[src/rtl/button_pkg.sv]
// rtl/button_pkg.sv - shared types and defaults for the button debounce reader
//
// Purpose : debouncer FSM state encoding, default timing constants and a
//           counter-width helper shared by the debounce reader files.
// Ports   : none (package).
package button_pkg;

  typedef enum logic [1:0] {
    IDLE         = 2'd0,
    PRESS_WAIT   = 2'd1,
    HELD         = 2'd2,
    RELEASE_WAIT = 2'd3
  } btn_state_t;

  // 10 ms debounce and 1 s long press at 48 MHz.
  localparam int DEBOUNCE_CYCLES_DEFAULT   = 480_000;
  localparam int LONG_PRESS_CYCLES_DEFAULT = 48_000_000;

  // Width able to hold every terminal count of either counter; never below 1 bit.
  function automatic int cnt_width(input int a, input int b);
    int m;
    m = (a > b) ? a : b;
    return (m > 1) ? $clog2(m) : 1;
  endfunction

endpackage

[src/rtl/sync_2ff.sv]
// rtl/sync_2ff.sv - two-flop synchronizer for one asynchronous bit
//
// Purpose : brings an asynchronous pin into the clk domain.
// Ports   : clk   - sampling clock
//           rst_n - asynchronous active-low reset, both flops load RESET_VAL
//           d     - asynchronous input
//           q     - synchronized output, two clocks behind d
module sync_2ff #(
  parameter logic RESET_VAL = 1'b0
) (
  input  logic clk,
  input  logic rst_n,
  input  logic d,
  output logic q
);

  logic meta_q;
  logic sync_q;

  always_ff @(posedge clk or negedge rst_n) begin
    if (!rst_n) begin
      meta_q <= RESET_VAL;
      sync_q <= RESET_VAL;
    end else begin
      meta_q <= d;
      sync_q <= meta_q;
    end
  end

  assign q = sync_q;

endmodule

[src/rtl/button_debounce_reader.sv]
// rtl/button_debounce_reader.sv - debounced pushbutton reader with press/release/long-press strobes
//
// Purpose : synchronizes a raw button pin, debounces both edges with a
//           stability counter and reports level plus one-cycle event strobes.
//           Long-press detection is compiled in only when BTN_LONG_PRESS_EN
//           is defined; otherwise long_pulse is tied low.
// Ports   : clk           - single clock
//           rst_n         - asynchronous active-low reset
//           btn_in        - raw asynchronous button pin
//           pressed       - debounced level, 1 = pressed
//           press_pulse   - one-cycle strobe on accepted press
//           release_pulse - one-cycle strobe on accepted release
//           long_pulse    - one-cycle strobe once a press has been held LONG_PRESS_CYCLES
module button_debounce_reader
  import button_pkg::*;
#(
  parameter int DEBOUNCE_CYCLES   = DEBOUNCE_CYCLES_DEFAULT,
  parameter int LONG_PRESS_CYCLES = LONG_PRESS_CYCLES_DEFAULT,
  parameter int ACTIVE_LOW        = 1
) (
  input  logic clk,
  input  logic rst_n,
  input  logic btn_in,
  output logic pressed,
  output logic press_pulse,
  output logic release_pulse,
  output logic long_pulse
);

  localparam int             CW       = cnt_width(DEBOUNCE_CYCLES, LONG_PRESS_CYCLES);
  localparam logic [CW-1:0]  DB_LAST  = CW'(DEBOUNCE_CYCLES - 1);
  // Raw pin level when the button is released.
  localparam logic           IDLE_RAW = (ACTIVE_LOW != 0);

  logic       btn_sync;
  logic       s;
  btn_state_t state_q, state_d;
  logic [CW-1:0] cnt_q, cnt_d;
  logic       pressed_q, pressed_d;
  logic       press_pulse_q, press_pulse_d;
  logic       release_pulse_q, release_pulse_d;

  sync_2ff #(
    .RESET_VAL (IDLE_RAW)
  ) u_sync (
    .clk   (clk),
    .rst_n (rst_n),
    .d     (btn_in),
    .q     (btn_sync)
  );

  // s = 1 means pressed regardless of board wiring.
  assign s = btn_sync ^ IDLE_RAW;

  always_comb begin
    state_d = state_q;
    cnt_d   = cnt_q;
    unique case (state_q)
      IDLE: begin
        if (s) begin
          state_d = PRESS_WAIT;
          cnt_d   = '0;
        end
      end
      PRESS_WAIT: begin
        if (!s) begin
          state_d = IDLE;
          cnt_d   = '0;
        end else if (cnt_q == DB_LAST) begin
          state_d = HELD;
          cnt_d   = '0;
        end else begin
          cnt_d = cnt_q + 1'b1;
        end
      end
      HELD: begin
        if (!s) begin
          state_d = RELEASE_WAIT;
          cnt_d   = '0;
        end
      end
      RELEASE_WAIT: begin
        if (s) begin
          state_d = HELD;
          cnt_d   = '0;
        end else if (cnt_q == DB_LAST) begin
          state_d = IDLE;
          cnt_d   = '0;
        end else begin
          cnt_d = cnt_q + 1'b1;
        end
      end
      default: begin
        state_d = IDLE;
        cnt_d   = '0;
      end
    endcase

    // Outputs are registered from the next state so they change on the
    // same edge the FSM accepts the new level.
    pressed_d       = (state_d == HELD) || (state_d == RELEASE_WAIT);
    press_pulse_d   = pressed_d & ~pressed_q;
    release_pulse_d = ~pressed_d & pressed_q;
  end

  always_ff @(posedge clk or negedge rst_n) begin
    if (!rst_n) begin
      state_q         <= IDLE;
      cnt_q           <= '0;
      pressed_q       <= 1'b0;
      press_pulse_q   <= 1'b0;
      release_pulse_q <= 1'b0;
    end else begin
      state_q         <= state_d;
      cnt_q           <= cnt_d;
      pressed_q       <= pressed_d;
      press_pulse_q   <= press_pulse_d;
      release_pulse_q <= release_pulse_d;
    end
  end

  assign pressed       = pressed_q;
  assign press_pulse   = press_pulse_q;
  assign release_pulse = release_pulse_q;

`ifdef BTN_LONG_PRESS_EN
  localparam logic [CW-1:0] LP_LAST = CW'(LONG_PRESS_CYCLES - 1);
  localparam logic [CW-1:0] LP_PRE  = CW'(LONG_PRESS_CYCLES - 2);

  logic [CW-1:0] hold_q, hold_d;
  logic          hold_inc;
  logic          long_pulse_q, long_pulse_d;

  // Hold time restarts the cycle after press_pulse, survives release bounces
  // and saturates at its terminal value so long_pulse can only fire once.
  always_comb begin
    hold_d   = hold_q;
    hold_inc = 1'b0;
    if (press_pulse_q || (state_d == IDLE)) begin
      hold_d = '0;
    end else if (((state_q == HELD) || (state_q == RELEASE_WAIT)) && (hold_q != LP_LAST)) begin
      hold_d   = hold_q + 1'b1;
      hold_inc = 1'b1;
    end
    long_pulse_d = hold_inc && (hold_q == LP_PRE);
  end

  always_ff @(posedge clk or negedge rst_n) begin
    if (!rst_n) begin
      hold_q       <= '0;
      long_pulse_q <= 1'b0;
    end else begin
      hold_q       <= hold_d;
      long_pulse_q <= long_pulse_d;
    end
  end

  assign long_pulse = long_pulse_q;
`else
  assign long_pulse = 1'b0;
`endif

endmodule
[config.mk]
export PLATFORM = sky130hd
export DESIGN_NAME = button_debounce_reader
export DESIGN_NICKNAME = d
export VERILOG_FILES = /design/src/rtl/button_pkg.sv /design/src/rtl/sync_2ff.sv /design/src/rtl/button_debounce_reader.sv
export SDC_FILE = /design/constraint.sdc
export NUM_CORES = 1
export LEC_CHECK = 0
export ABC_CLOCK_PERIOD_IN_PS = 4850
export BUFFER_PORTS_ARGS = -buffer_cell sky130_fd_sc_hd__buf_2
export CAP_MARGIN = 10
export CELL_PAD_IN_SITES_DETAIL_PLACEMENT = 0
export CELL_PAD_IN_SITES_GLOBAL_PLACEMENT = 1
export CORE_AREA = 2 2 61 63
export CTS_CLUSTER_DIAMETER = 60
export DETAILED_ROUTE_END_ITERATION = 7
export DIE_AREA = 0 0 63 65
export GPL_TIMING_DRIVEN = 0
export HOLD_SLACK_MARGIN = 0.15
export PLACE_DENSITY = 0.86
export SLEW_MARGIN = 20
export SYNTH_ARGS = -nofsm -noshare
export SYNTH_HDL_FRONTEND = slang
export SYNTH_SLANG_ARGS = --single-unit
[constraint.sdc]
create_clock -name clk -period 4.85 [get_ports clk]
set_clock_uncertainty 0.05 [all_clocks]
set_input_delay 0.485 -clock clk [delete_from_list [all_inputs] [get_ports clk]]
set_output_delay 0.485 -clock clk [all_outputs]
set_load 0.05 [all_outputs]
==> impl_metrics.yaml <==
power:
  p_comb_share_pct: 6.4
  netSwitchingPower_mw: 0.119
  p_int_mw: 0.388
  power_mw: 0.507
  clkPwrFrac_pct: 39.8
  leakagePower_nw: 0.831
  switching_share_pct: 23.4
  power_frac_seq_pct: 53.9
  ir_drop_v: 0.000198
  power_per_cell_area_nw_per_um2: 271
placed_design:
  hpwl_um: 2620
  portBuffers: 5
  placed_area_um2: 1790
  place_congestion: 0.785
  dp_slack_ns: 2.70
route:
  wl_um: 3760
  viasPerCell: 5.78
  wl_per_cell_um: 15.5
  drc: 0
  dr.pass1.iters: 4
  antenna_left: 0
  vias: 1399
  drt_iter0_markers: 133
synth:
  yosys.area.top_type_share_pct: 43.9
  synthFlopType: "dfrtp_1"
  syn_area_per_cell_um2: 9.44
  ys_ff_latch: 32
  synth_edf_count: 0
  yosys_warnings: 0
  synth_top_family_by_area: "simple AND/OR/NAND/NOR gates"
  yosys.area.top_type: "dfrtp_1"
  syn_inst: 181
  synth_fp_nets: 185
  synthXorXnorAreaFrac_pct: 3.07
  synth-simple-area-share_pct: 23.9
  async_flop_share_pct: 100
  synth-compound-area-share_pct: 19.7
  synth_area_um2: 1710
  yosysSeqAreaShare_pct: 47.0
  synth.area.top_cells: "dfrtp_1 (44%), a31oi_1 (5.9%), nand2_1 (4.8%)"
  synth.distinct_cells: 41
  synthAdderAreaFrac_pct: 0.732
  synthMuxAreaShare_pct: 0.586
floorplanning:
  num_io_pins: 7
  core_um2: 3500
  die_y_um: 65
  die-area_um2: 4100
  start_util_pct: 48.9
  die_x_um: 63
  rows: 22
finish:
  ff_latch_area_um2: 803
  diodes: 0
  area_growth_pct: 9.44
  finish.instance_area_um2: 1870
  drive_gt1_share_pct: 12.9
  n_fill_cell: 338
  nets: 197
  layout_commonest_cell: "dfrtp_1"
  final_cell_mix: "dfrtp_1 (30), nand2_1 (22), a31oi_1 (16)"
  multi_input_area_um2: 823
timing:
  setup_tns_ns: 0
  min_period_over_period_pct: 45.8
  slew_headroom_pct: 52.1
  fin_crit_ns: 2.22
  final-setup-viol-count: 0
  hold_violations: 0
  fmax_mhz: 450
  final_max_slew_viol_count: 0
  holdWs_ns: 0.141
  worstMarginPinSlew_ns: 0.718
  rsz0062_at_grt: "false"
  setup_ws_ns: 2.63
critical_path:
  crit_path_start_kind: "register"
  rr_endpoint: "cnt_q[2]$_DFFE_PN0P_"
  path_class: "reg -> reg"
  cp.arrival_ns: 2.41
  reg2reg_slack_ns: 2.63
  r2r_cells: 8
  cp_slowest_cell: "o31ai_1"
  crit_required_ns: 5.04
  critPathMostFrequentCell: "buf_4"
  worst_r2r_startpoint: "cnt_q[0]$_DFFE_PN0P_"
  end_kind: "register"
  cp_cell_sequence: "ha_1 > and3_1 > buf_4 > nand3_4 > o31ai_1 > buf_4 > o21ai_0 > a22o_1"
  cp_slowest_stage_delay_ns: 0.49
  critPathMaxFanout: 10
grt:
  grt_usage_pct: 21.3
  grt_start_max_net_pins: 33
  grt-ovfl-total: 0
  first_global_vias: 1418
  grt_antenna_before_repair: 0
  grt_pass1_wl_um: 6690
clock_tree:
  cts_hold_buffers: 0
  ctsResizeCount: 0
  clockBufferDepth: 2
  insertion_delay_ns: 0.34
  htreeDepth: 2
  tritoncts: "yes"
  cts_setup_buffers: 0
  clkSinkCount: 32
  path_clk_slew_ns: 0.10
  cts_root_buf: "clkbuf_4"
  cts_buffers: 5
outcome:
  status: "finished clean"
hold_path:
  hold_class: "in -> async"
job:
  maxCapViolations: 0
[routing by layer]
metal | up-vias | wire length (um) | track usage (%)
met5 | - | 0 | 0
met1 | 673 | 1700 | 26.3
met2 | 27 | 1870 | 36.7
li1 | 693 | - | -
met4 | 0 | 58 | 8.33
met3 | 6 | 130 | 4.34
[through the flow]
step           util [%]  instances
6_report           53.5        242
5_1_grt            53.5        242
4_1_cts            53.5        242
3_5_place_dp       51.3        234
3_3_place_gp       51.3        234
2_1_floorplan         -        181
[layout make-up]
cell class	count	area share (%)
buffer	9	3.81
clock buffer	6	2.21
clock inverter	2	1.87
inverter	3	0.602
multi-input combinational	137	44.0
sequential	32	42.9
tap	48	3.21
timing repair buffer	5	1.34
[worst max-delay path by stage]
stage | from | end | cells past startpoint
2_1_floorplan | pressed$_DFF_PN0_ | cnt_q[20]$_DFFE_PN0P_ | 5
3_3_place_gp | cnt_q[0]$_DFFE_PN0P_ | cnt_q[2]$_DFFE_PN0P_ | 8
3_5_place_dp | cnt_q[0]$_DFFE_PN0P_ | cnt_q[2]$_DFFE_PN0P_ | 8
4_1_cts | cnt_q[0]$_DFFE_PN0P_ | cnt_q[2]$_DFFE_PN0P_ | 8
5_1_grt | cnt_q[0]$_DFFE_PN0P_ | cnt_q[2]$_DFFE_PN0P_ | 8
6_report | cnt_q[0]$_DFFE_PN0P_ | cnt_q[2]$_DFFE_PN0P_ | 8
[critical path, delay by kind of cell, from the launching register on]
family | cells | cell delay [ns]
buffers and inverters | 2 | 0.43
AOI/OAI and AO/OA | 3 | 0.75
adders and majority gates | 1 | 0.21
and+or+nand+nor | 2 | 0.24
DFF | 1 | 0.44
[sequential cells by signal, summed over array words and instances (netlist names)]
signal,flops
cnt_q,26
u_sync.meta_q,1
release_pulse,1
u_sync.q,1
press_pulse,1
state_q,1
pressed,1
[cell usage after synthesis (3+ instances only)]
library cell   n
and2_1         4
buf_6          3
nand2_1       22
buf_4          4
and4_1         5
a31oi_1       16
nor3_1         5
o21ai_0       12
nor2_1         7
a21o_1         4
xnor2_1        4
a21oi_1        8
a22o_1         3
inv_1          3
dfrtp_1       30
and3_1         9
nand3_1       11
[power by group through the flow]
stage               Clock, mW  Combinational [mW]  Sequential (mW)
finish                  0.202              0.0324            0.273
global placement            0              0.0322            0.278
floorplan                   0              0.0203            0.277
CTS                     0.205              0.0331            0.273
detailed placement          0              0.0330            0.278
global route            0.218              0.0364            0.274
[logic make-up (layout without fill, tap and decap cells)]
kind of cell / count (synthesis) / count (layout)
DFF: 32 / 32
adders and majority gates: 1 / 1
and+or+nand+nor: 75 / 75
buffers and inverters: 12 / 25
xor gates and xnor gates: 6 / 6
other: 1 / 1
muxes: 1 / 1
AOI/OAI and AO/OA: 53 / 53
Power figures use the tool's default switching activity.
